### src/rtl/stream_packet_arbiter.sv
`default_nettype none
// ============================================================================
// Module   : stream_packet_arbiter
// Purpose  : Packet-granular round-robin arbiter that shares one AXI-Stream
//            byte channel among NUM_INPUTS sources. A grant is held from the
//            first beat of a packet until that source's tlast beat, so
//            packets never interleave. m_tid carries the granted source
//            index so a downstream labeler can tag each packet.
// Revision : 1.0 - initial release
// ----------------------------------------------------------------------------
// Ports
//   aclk         in   clock, rising edge
//   areset       in   asynchronous reset, active-high
//   s_tvalid     in   per-source valid                    [NUM_INPUTS]
//   s_tready     out  per-source ready                    [NUM_INPUTS]
//   s_tdata      in   source i at [i*DATA_WIDTH +: DATA_WIDTH]
//   s_tlast      in   per-source end of packet            [NUM_INPUTS]
//   enable_mask  in   1 = source may be granted           [NUM_INPUTS]
//   m_tvalid     out  output valid (registered)
//   m_tready     in   output ready
//   m_tdata      out  output data (registered)            [DATA_WIDTH]
//   m_tlast      out  output end of packet (registered)
//   m_tid        out  granted index, zero-extended        [DATA_WIDTH]
//   busy         out  high while a grant is locked
// ============================================================================
module stream_packet_arbiter #(
    parameter int NUM_INPUTS = 4,
    parameter int DATA_WIDTH = 8
) (
    input  logic                             aclk,
    input  logic                             areset,
    input  logic [NUM_INPUTS-1:0]            s_tvalid,
    output logic [NUM_INPUTS-1:0]            s_tready,
    input  logic [NUM_INPUTS*DATA_WIDTH-1:0] s_tdata,
    input  logic [NUM_INPUTS-1:0]            s_tlast,
    input  logic [NUM_INPUTS-1:0]            enable_mask,
    output logic                             m_tvalid,
    input  logic                             m_tready,
    output logic [DATA_WIDTH-1:0]            m_tdata,
    output logic                             m_tlast,
    output logic [DATA_WIDTH-1:0]            m_tid,
    output logic                             busy
);

    localparam int c_IDX_W = $clog2(NUM_INPUTS);

    localparam logic [0:0] c_ST_IDLE   = 1'b0;
    localparam logic [0:0] c_ST_LOCKED = 1'b1;

    // Reset value of the last grant: the highest index, so source 0 is
    // the first candidate after reset.
    localparam logic [c_IDX_W-1:0] c_LAST_IDX = c_IDX_W'(NUM_INPUTS - 1);

    // ------------------------------------------------------------------
    // Round-robin pick: first requesting index after 'last', wrapping.
    // ------------------------------------------------------------------
    function automatic logic [c_IDX_W-1:0] f_rr_pick(
        input logic [NUM_INPUTS-1:0] req,
        input logic [c_IDX_W-1:0]    last
    );
        logic [c_IDX_W-1:0] pick;
        logic [c_IDX_W-1:0] idx_n;
        logic               found;
        int                 idx;
        pick  = last;
        found = 1'b0;
        for (int k = 1; k <= NUM_INPUTS; k++) begin
            idx   = (int'(last) + k) % NUM_INPUTS;
            idx_n = c_IDX_W'(idx);
            if (!found && req[idx_n]) begin
                pick  = idx_n;
                found = 1'b1;
            end
        end
        return pick;
    endfunction

    logic [0:0]            r_state;
    logic [0:0]            w_state_nxt;
    logic [c_IDX_W-1:0]    r_grant;
    logic [c_IDX_W-1:0]    r_last_grant;
    logic                  r_m_tvalid;
    logic [DATA_WIDTH-1:0] r_m_tdata;
    logic                  r_m_tlast;
    logic [DATA_WIDTH-1:0] r_m_tid;

    logic [NUM_INPUTS-1:0] w_req;
    logic                  w_any_req;
    logic [c_IDX_W-1:0]    w_pick;
    logic                  w_out_free;
    logic                  w_ready_en;
    logic                  w_busy;
    logic                  w_accept;
    logic [DATA_WIDTH-1:0] w_sel_data;
    logic                  w_sel_last;
    logic [DATA_WIDTH-1:0] w_src_data [NUM_INPUTS];

    assign w_req     = s_tvalid & enable_mask;
    assign w_any_req = |w_req;
    assign w_pick    = f_rr_pick(w_req, r_last_grant);

    // Output register can take a new beat when empty or draining this cycle.
    assign w_out_free = !r_m_tvalid || m_tready;

    generate
        for (genvar i = 0; i < NUM_INPUTS; i++) begin : g_src
            assign w_src_data[i] = s_tdata[i*DATA_WIDTH +: DATA_WIDTH];
            assign s_tready[i]   = w_ready_en && (r_grant == c_IDX_W'(i));
        end
    endgenerate

    assign w_sel_data = w_src_data[r_grant];
    assign w_sel_last = s_tlast[r_grant];
    assign w_accept   = |(s_tvalid & s_tready);

    // ------------------------------------------------------------------
    // FSM: state register
    // ------------------------------------------------------------------
    always_ff @(posedge aclk or posedge areset) begin
        if (areset) begin
            r_state <= c_ST_IDLE;
        end else begin
            r_state <= w_state_nxt;
        end
    end

    // ------------------------------------------------------------------
    // FSM: next-state logic
    // ------------------------------------------------------------------
    always_comb begin
        w_state_nxt = r_state;
        case (r_state)
            c_ST_IDLE: begin
                if (w_any_req) begin
                    w_state_nxt = c_ST_LOCKED;
                end
            end
            c_ST_LOCKED: begin
                if (w_accept && w_sel_last) begin
                    w_state_nxt = c_ST_IDLE;
                end
            end
            default: w_state_nxt = c_ST_IDLE;
        endcase
    end

    // ------------------------------------------------------------------
    // FSM: outputs
    // ------------------------------------------------------------------
    always_comb begin
        w_busy     = 1'b0;
        w_ready_en = 1'b0;
        case (r_state)
            c_ST_LOCKED: begin
                w_busy     = 1'b1;
                w_ready_en = w_out_free;
            end
            default: begin
                w_busy     = 1'b0;
                w_ready_en = 1'b0;
            end
        endcase
    end

    assign busy = w_busy;

    // ------------------------------------------------------------------
    // Grant bookkeeping
    // ------------------------------------------------------------------
    always_ff @(posedge aclk or posedge areset) begin
        if (areset) begin
            r_grant      <= '0;
            r_last_grant <= c_LAST_IDX;
        end else begin
            if ((r_state == c_ST_IDLE) && w_any_req) begin
                r_grant <= w_pick;
            end
            if (w_accept && w_sel_last) begin
                r_last_grant <= r_grant;
            end
        end
    end

    // ------------------------------------------------------------------
    // Output register stage. Holds its contents while stalled; a beat left
    // pending at packet end stays valid through IDLE until taken.
    // ------------------------------------------------------------------
    always_ff @(posedge aclk or posedge areset) begin
        if (areset) begin
            r_m_tvalid <= 1'b0;
            r_m_tdata  <= '0;
            r_m_tlast  <= 1'b0;
            r_m_tid    <= '0;
        end else begin
            if (w_accept) begin
                r_m_tvalid <= 1'b1;
                r_m_tdata  <= w_sel_data;
                r_m_tlast  <= w_sel_last;
                r_m_tid    <= DATA_WIDTH'(r_grant);
            end else if (m_tready) begin
                r_m_tvalid <= 1'b0;
            end
        end
    end

    assign m_tvalid = r_m_tvalid;
    assign m_tdata  = r_m_tdata;
    assign m_tlast  = r_m_tlast;
    assign m_tid    = r_m_tid;

endmodule
`default_nettype wire
### config.mk
export PLATFORM = sky130hd
export DESIGN_NAME = stream_packet_arbiter
export DESIGN_NICKNAME = d
export VERILOG_FILES = /design/src/rtl/stream_packet_arbiter.sv
export SDC_FILE = /design/constraint.sdc
export NUM_CORES = 1
export LEC_CHECK = 0
export ABC_CLOCK_PERIOD_IN_PS = 2200
export BUFFER_PORTS_ARGS = -buffer_cell sky130_fd_sc_hd__buf_4
export CAP_MARGIN = 40
export CORE_ASPECT_RATIO = 0.6
export CORE_MARGIN = 1
export CORE_UTILIZATION = 43
export DETAILED_ROUTE_END_ITERATION = 7
export PLACE_DENSITY = 0.82
export SKIP_LAST_GASP = 1
export SLEW_MARGIN = 20
export SYNTH_ARGS = -nofsm -noshare
export SYNTH_HDL_FRONTEND = slang
export SYNTH_SLANG_ARGS = --single-unit
export TNS_END_PERCENT = 1
### constraint.sdc
create_clock -name aclk -period 2.2 [get_ports aclk]
set_input_delay 0.44 -clock aclk [delete_from_list [all_inputs] [get_ports aclk]]
set_output_delay 0.44 -clock aclk [all_outputs]
set_load 0.05 [all_outputs]
# Word level (Yosys, flattened, before mapping)
# Index checks and enable logic that the tools add are counted.
# totals
regBits,17
in_bits,47
output_inout_bits,23
wordCells,69
# op_classes
add_sub_neg,4
magnitude_cmp,6
eq_ne,3
n_mux,27
bitwise_logic,4
reduce_logical,18
# ops
cell,n
$bmux 8 s2,1
$mux 8,2
$lt 2x3->1 const B,5
$mux 1,14
$bmux 1 s2,5
$logic_and 1x1->1,9
$and 4x4->4,2
$mux 2,4
$reduce_or 4->1,2
$add 2x1->2 const B,2
$add 2x2->2 const B,2
$eq 2x2->1 const B,2
$logic_not 1->1,4
$ge 3x3->1 const B,1
$not 2->3,1
$eq 2x1->1 const B,1
$logic_not 2->1,1
$pmux 1 s2,1
$reduce_bool 2->1,1
$logic_or 1x1->1,1
$not 1->1,1

# Depth between registers and ports, before layout
# Gate-level depths: netlist (run 1).
# logic_depth
depth_word,13
mapped_depth,6
mapped_depth_nobuf,4

# Worst setup path after synthesis (run 1)
# No wires, ideal clock.
# synth_timing
kind,register to output
from,register r_grant[1]
to,output port s_tready[2]
arrival_time_ns,1.977
t_required_ns,1.760
path_slack_ns,-0.217
stages_incl_launch_ff,5
path_buffers,2
path_cell_list,dfrtp_1 > buf_6 > clkbuf_1 > inv_1 > nor3_1
# synth_between
elab_chain_cells,2
# synth_rtl
item,line,text
from (decl),80,logic [c_IDX_W-1:0] r_grant;
from (signal assigned),176,r_grant <= w_pick;
$eq 2x2->1,108,assign s_tready[i] = w_ready_en && (r_grant == c_IDX_W'(i));
$logic_and 1x1->1,108,
to (decl),33,"output logic [NUM_INPUTS-1:0] s_tready,"
# No other way between the ends.

# Final worst setup path (run 1)
# layout_timing
from,"register r_m_tvalid, in the netlist m_tvalid"
to,output port s_tready[3]
# layout_between
elab_chain_cells,4
# layout_rtl
item,line,text
from (decl),82,logic r_m_tvalid;
from (signal assigned),190,r_m_tvalid <= 1'b0;
from (signal assigned),196,r_m_tvalid <= 1'b1;
from (signal assigned),201,r_m_tvalid <= 1'b0;
$logic_not 1->1,103,assign w_out_free = !r_m_tvalid || m_tready;
$logic_or 1x1->1,103,
$mux 1,153,case (r_state)
$logic_and 1x1->1,108,
# No other way between the ends.

==> run metrics, run 1 <==
GPL Wtd Cong=roughly 0.78; antenna viol nets, final=0; Post-synth EDFFs=0; die height=between 40 and 50 µm; final HPWL from detailed placement=between 2 and 2.5 mm; core area=2557 µm²; maximum VDD drop=around 820 µV; sequential-to-total area share from yosys stat=a little over a third; Core Util, Final=66.10%; Cell Area, Synth=between 1000 and 1500 µm²; root buf cell=clkbuf_8; multi-input logic area=between 600 and 700 µm²; hold_buf cts=0; CP Launch Type=register; number of global-route vias before repair=roughly 1,100; Post-CTS Resized=0; area grow syn2layout=41.91%; Slew @ Worst Pin=0.6260 ns; FP Rows=14; Nets=around 210; #FFs+latches synth=17; Setup Slack @ Placement=0.3450 ns; # fillers=about 220; area share of the largest cell type after synthesis=between 30% and 40%; Overflow after GRT=0; status=finished, final reports clean; Avg Inst Size Synth=12.28 µm²; clock buffer depth=2; total routed wirelength=slightly above 3 mm; largest net degree at the start of global routing=18; Final WS setup=0.3617 ns; Port-buffer cells=63; Critical Path RT=~1.8 ns; clk sink count=17; layout cells sized above 1=55.28%; commonest cells in the netlist=dfrtp_1 (15), nand2_1 (11), buf_4 (6), mux2_4 (6); Synth Warn #=0; fin cells=193; # H-tree levels=1; TritonCTS buffer count=3; CP Capture Type=output port; Netlist cell types=34; largest area contributor in the netlist=dfrtp_1; RSZ-0062 raised after global routing=no; worst rel slew slack=between 50% and 60%; Starting Density=~47%; max-cap check violation count=0; fin crit share=83.56%; Sequential cell area=~430 µm²; number of instances in the placed design=189; gate count after technology mapping=between 90 and 100; Post-synth ARST share=100.0%; Critical Path AT=about 1.4 ns; Slew Limit Fails=0; DRT Pass-1 Iters=4; antenna violations before repair=0; leakage=approximately 0.84 nW; postcts setup bufs=0; DR vias=between 1,000 and 1,500; count leader, synth=dfrtp_1; worst min path class=input pin to async pin; clock-pin slew on the worst setup and hold paths=around 0.060 ns; CP Class=register to output port; Most used DFF post-synth=dfrtp_1; Setup-failing EPs final=0; Final Hold Fails=0; Die Footprint=around 3000 µm²; synth top area cells=dfrtp_1 (32%), mux4_1 (11%), mux4_2 (9.5%); Die Wd=approximately 70 µm; fmax=544.0 MHz; GRT Overall Usage=a little over a fifth; CTS tree=done; post-route minimum period=about 1.8 ns; clk_skew=0.004516 ns; CP Max Fanout=4; clk_lat worst skew=0.25 ns; PwrDens=~1500 nW/µm²; Via density=around 5.7; number of antenna diodes=0; residual DRC count=0; first-pass GRT wire length=4.905 mm; Ports=70; Routed wire per std cell=16.02 µm; Detailed Route Iter0 Violations=57
## logic make-up after synthesis
family / after synthesis / synth area share, %
mux: 22 / 33.51
buf+inv: 15 / 10.08
compound gates: 15 / 9.455
simple gates: 27 / 10.71
flops: 17 / 35.92
other cells: 1 / 0.3148
## power breakdown
part	leakage (nW)	switching, mW	total, mW	internal [mW]
registers	0.198	0.141	0.633	0.492
clock network	0.0228	0.100	0.229	0.128
logic	0.620	1.02	1.75	0.731
total	0.841	1.26	2.61	1.35
## worst max-delay path, stage by stage (launching register included)
cell,delay (ns)
dfrtp_1,0.38
nand2b_1,0.16
and2_1,0.21
nand2_1,0.09
nor2_1,0.10
buf_4,0.20
## stage by stage
stage / hold WS, ns / TNS, ns / total power [mW] / cell area [µm²]
after floorplan: 0.3646 / -0.1681 / 1.982 / 1215
after global placement: 0.4963 / 0 / 2.341 / 1645
after detailed placement: 0.4912 / 0 / 2.379 / 1645
after CTS: 0.2984 / 0 / 2.617 / 1690
after global routing: 0.3423 / 0 / 2.743 / 1690
final: 0.2719 / 0 / 2.611 / 1690
## layout make-up
class / instances / share of cell area [%]
Timing Repair Buffer: 66 / 29.31
Inverter: 4 / 0.8882
Tap cell: 32 / 2.369
Sequential cell: 17 / 25.31
Multi-Input combinational cell: 70 / 39.45
Clock buffer: 4 / 2.665
## path summary, 6_finish.rpt
path / endpoint / cells after the start / slack [ns] / startpoint
setup / recovery: s_tready[3] / 5 / 0.36 / m_tvalid
max in group asynchronous: m_tlast / 2 / 1.52 / areset
min in group aclk: m_tdata[0] / 1 / 0.51 / m_tdata[0]
hold reg to reg: m_tdata[0] / 1 / 0.51 / m_tdata[0]
setup reg to reg: m_tdata[4] / 4 / 0.47 / r_grant[0]
hold / removal: m_tdata[6] / 2 / 0.27 / areset
## sequential cells by signal (all words and copies together) (netlist names)
signal        count
r_state           1
r_grant           2
m_tdata           8
m_tvalid          1
r_last_grant      2
m_tid             2
m_tlast           1
## routing by layer
| layer | global-route usage, % | up-vias | part of all wire, % |
|---|---|---|---|
| li1 | - | 490 | - |
| met1 | 25.46 | 523 | 39 |
| met2 | 37.31 | 76 | 48 |
| met3 | 8.789 | 8 | 11 |
| met4 | 5.600 | 0 | 1.1 |
| met5 | 0 | - | 0 |
## cell usage in the layout, fill, tap and decap left out, drive strengths merged, types with 2 or more instances in the layout
cell,netlist,routed
mux2i,2,2
nor3,2,2
dfrtp,15,15
o2bb2ai,2,2
clkbuf,2,4
a222oi,2,2
nor2,5,5
o21ai,3,3
mux4,10,10
nand2,11,11
dfstp,2,2
conb,1,6
inv,4,4
mux2,10,10
and2,2,2
nand3,4,4
buf,9,66
No activity file was read; power rests on OpenSTA's default activity.
==> inputs of run 2 (changes only) <==
--- a/config.mk
+++ b/config.mk
@@ -5,14 +5,14 @@
 export SDC_FILE = /design/constraint.sdc
 export NUM_CORES = 1
 export LEC_CHECK = 0
-export ABC_CLOCK_PERIOD_IN_PS = 2200
+export ABC_CLOCK_PERIOD_IN_PS = 1500
 export BUFFER_PORTS_ARGS = -buffer_cell sky130_fd_sc_hd__buf_4
 export CAP_MARGIN = 40
 export CORE_ASPECT_RATIO = 0.6
 export CORE_MARGIN = 1
-export CORE_UTILIZATION = 43
+export CORE_UTILIZATION = 39
 export DETAILED_ROUTE_END_ITERATION = 7
-export PLACE_DENSITY = 0.82
+export PLACE_DENSITY = 0.79
 export SKIP_LAST_GASP = 1
 export SLEW_MARGIN = 20
 export SYNTH_ARGS = -nofsm -noshare
==> constraint.sdc (replaced) <==
create_clock -name aclk -period 1.5 [get_ports aclk]
set_input_delay 0.3 -clock aclk [delete_from_list [all_inputs] [get_ports aclk]]
set_output_delay 0.3 -clock aclk [all_outputs]
set_load 0.05 [all_outputs]
==> run 2 against run 1 <==
Against the previous run: the run now ends with negative setup slack left; register-to-register slack got worse by 0.62 ns; highest routed layer unchanged; combinational power increased by 80%; wire length increased by 25%; global-route usage increased by 0.29 points; final area increased by 15%; non-clock buffer count increased by 15; first-iteration DRC count increased by 12%; sequential cell count unchanged; count of clock-buffer cells in the layout decreased by 1; final cell count increased by 13%.
==> run metrics, run 2 (synthesized netlist as in run 1, its figures left out) <==
core area=2890 µm² (+13%); first-pass GRT wire length=5.195 mm (+5.9%); RSZ-0062 raised after global routing=yes; CP Class=register to register; Ports=70 (unchanged); CTS tree=done; Final Hold Fails=0 (unchanged); CP Max Fanout=5 (+1); leakage=0.9564 nW (+14%); PwrDens=2316 nW/µm² (+50%); max-cap check violation count=0 (unchanged); Setup Slack @ Placement=-0.1943 ns (-0.5394 ns); root buf cell=clkbuf_8; critical path's largest stage delay=0.60 ns (+0.22 ns); antenna viol nets, final=0 (unchanged); Die Footprint=3287 µm² (+9.9%); setup TNS=-1.953 ns (-1.953 ns); clock buffer depth=2 (unchanged); Critical Path RT=1.65 ns (-0.11 ns); hold_buf cts=0 (unchanged); # fillers=207 (-3.7%); Nets=225 (+7.7%); GPL Wtd Cong=0.8115 (+3.4%); Slew Limit Fails=0 (unchanged); commonest non-fill, non-tap cell in the layout=buf_4; clk_skew=0.002818 ns (-0.001698 ns); CP max stage cell=mux4_2; DR vias=1,184 (+7.9%); Routed wire per std cell=17.64 µm (+10%); # H-tree levels=1 (unchanged); largest net degree at the start of global routing=18 (unchanged); CP Capture Type=register; antenna violations before repair=0 (unchanged); CP Launch Type=register; Port-buffer cells=63 (unchanged); Starting Density=41.21% (-5.4 points); Critical Path AT=1.79 ns (+0.39 ns); maximum VDD drop=1696 µV (+110%); clk sink count=17 (unchanged); layout cells sized above 1=66.67% (+11 points); area grow syn2layout=63.45%; fmax=607.7 MHz; GRT Overall Usage=21.95% (+0.29 points); number of antenna diodes=0 (unchanged); clk_lat worst skew=0.26 ns (about the same); fin crit share=109.7%; die height=44.81 µm (+4.8%); Via density=5.406 (-4.9%); number of flip-flops in the largest register=8 (unchanged); Detailed Route Iter0 Violations=64 (+12%); residual DRC count=0 (unchanged); CP Cell Sequence=mux4_2 -> nand3_2 -> mux2_4; TritonCTS buffer count=3 (unchanged); Overflow after GRT=0 (unchanged); Die Wd=73.35 µm (+4.9%); total routed wirelength=3.864 mm (+25%); violated checks=negative setup slack; Setup-failing EPs final=19 (+19); DRT Pass-1 Iters=4 (unchanged); final HPWL from detailed placement=2.597 mm (+6.3%); R2R setup slack=-0.15 ns (-0.62 ns); commonest cells after routing, fill and taps aside=buf_4 (74), dfrtp_1 (12), nand2_1 (9); worst min path class=input pin to async pin; Final WS setup=-0.1457 ns (-0.5073 ns); post-route minimum period=about 1.6 ns; number of global-route vias before repair=1,081 (-1.5%); clock-pin slew on the worst setup and hold paths=0.07 ns (about the same); status=complete, but fails checks; FP Rows=15 (+1)
-- run 2: path summary, 6_finish.rpt --
check	from	to	cells past startpoint
setup / recovery	r_grant[1]	m_tdata[0]	3
hold / removal	areset	m_tdata[5]	3
setup reg to reg	r_grant[1]	m_tdata[0]	3
hold reg to reg	m_tlast	m_tlast	2
max in group asynchronous	areset	r_last_grant[0]	3
min in group aclk	m_tready	m_tvalid	3
-- run 2: worst max-delay path, delay by kind of cell, from the launching register on --
kind | cells | cell delay [ns]
muxes | 2 | 0.92
DFF | 1 | 0.40
and+or+nand+nor | 1 | 0.22
-- run 2: through the flow --
step           std cells  total power [mW]  cell area, µm²  utilization (%)  hold WS (ns)
6_report             219             4.509            1947            67.36       0.05524
5_1_grt              219             4.712            1947            67.36       0.07485
4_1_cts              215             4.289            1892            65.45       0.06477
3_5_place_dp         206             3.699            1765            61.08        0.3395
3_3_place_gp         206             3.645            1765            61.08        0.3292
2_1_floorplan        102             3.027            1261                -        0.2245
-- run 2: routing by layer --
layer  GRT usage (%)  vias up  share of wire, %
met5               0        -                 0
met4           3.846        0               1.5
met3           8.482       10                10
met2           37.78       82                49
met1           27.02      573                39
li1                -      519                 -
-- run 2: timing repair --
item	4_1_cts	5_1_grt
pin swaps	1	5
cloned	1	1
setup buffers	4	3
setup endpoints to repair	18	19
gates resized for setup	11	6
-- run 2: report_power, final --
group | leakage [nW] | total (mW) | internal [mW] | switching [mW]
registers | 0.196 | 0.999 | 0.729 | 0.269
clock network | 0.0255 | 0.358 | 0.185 | 0.173
logic | 0.735 | 3.15 | 1.46 | 1.69
-- run 2: cell type report --
cell class / count / area [µm²] / share of cell area [%]
Tap cell: 42 / 52.55 / 2.699
Multi-Input combinational cell: 71 / 737.0 / 37.85
Clock inverter: 1 / 5.005 / 0.2571
Inverter: 4 / 15.01 / 0.7712
Timing Repair Buffer: 81 / 664.4 / 34.13
Clock buffer: 3 / 41.29 / 2.121
Sequential cell: 17 / 431.7 / 22.17
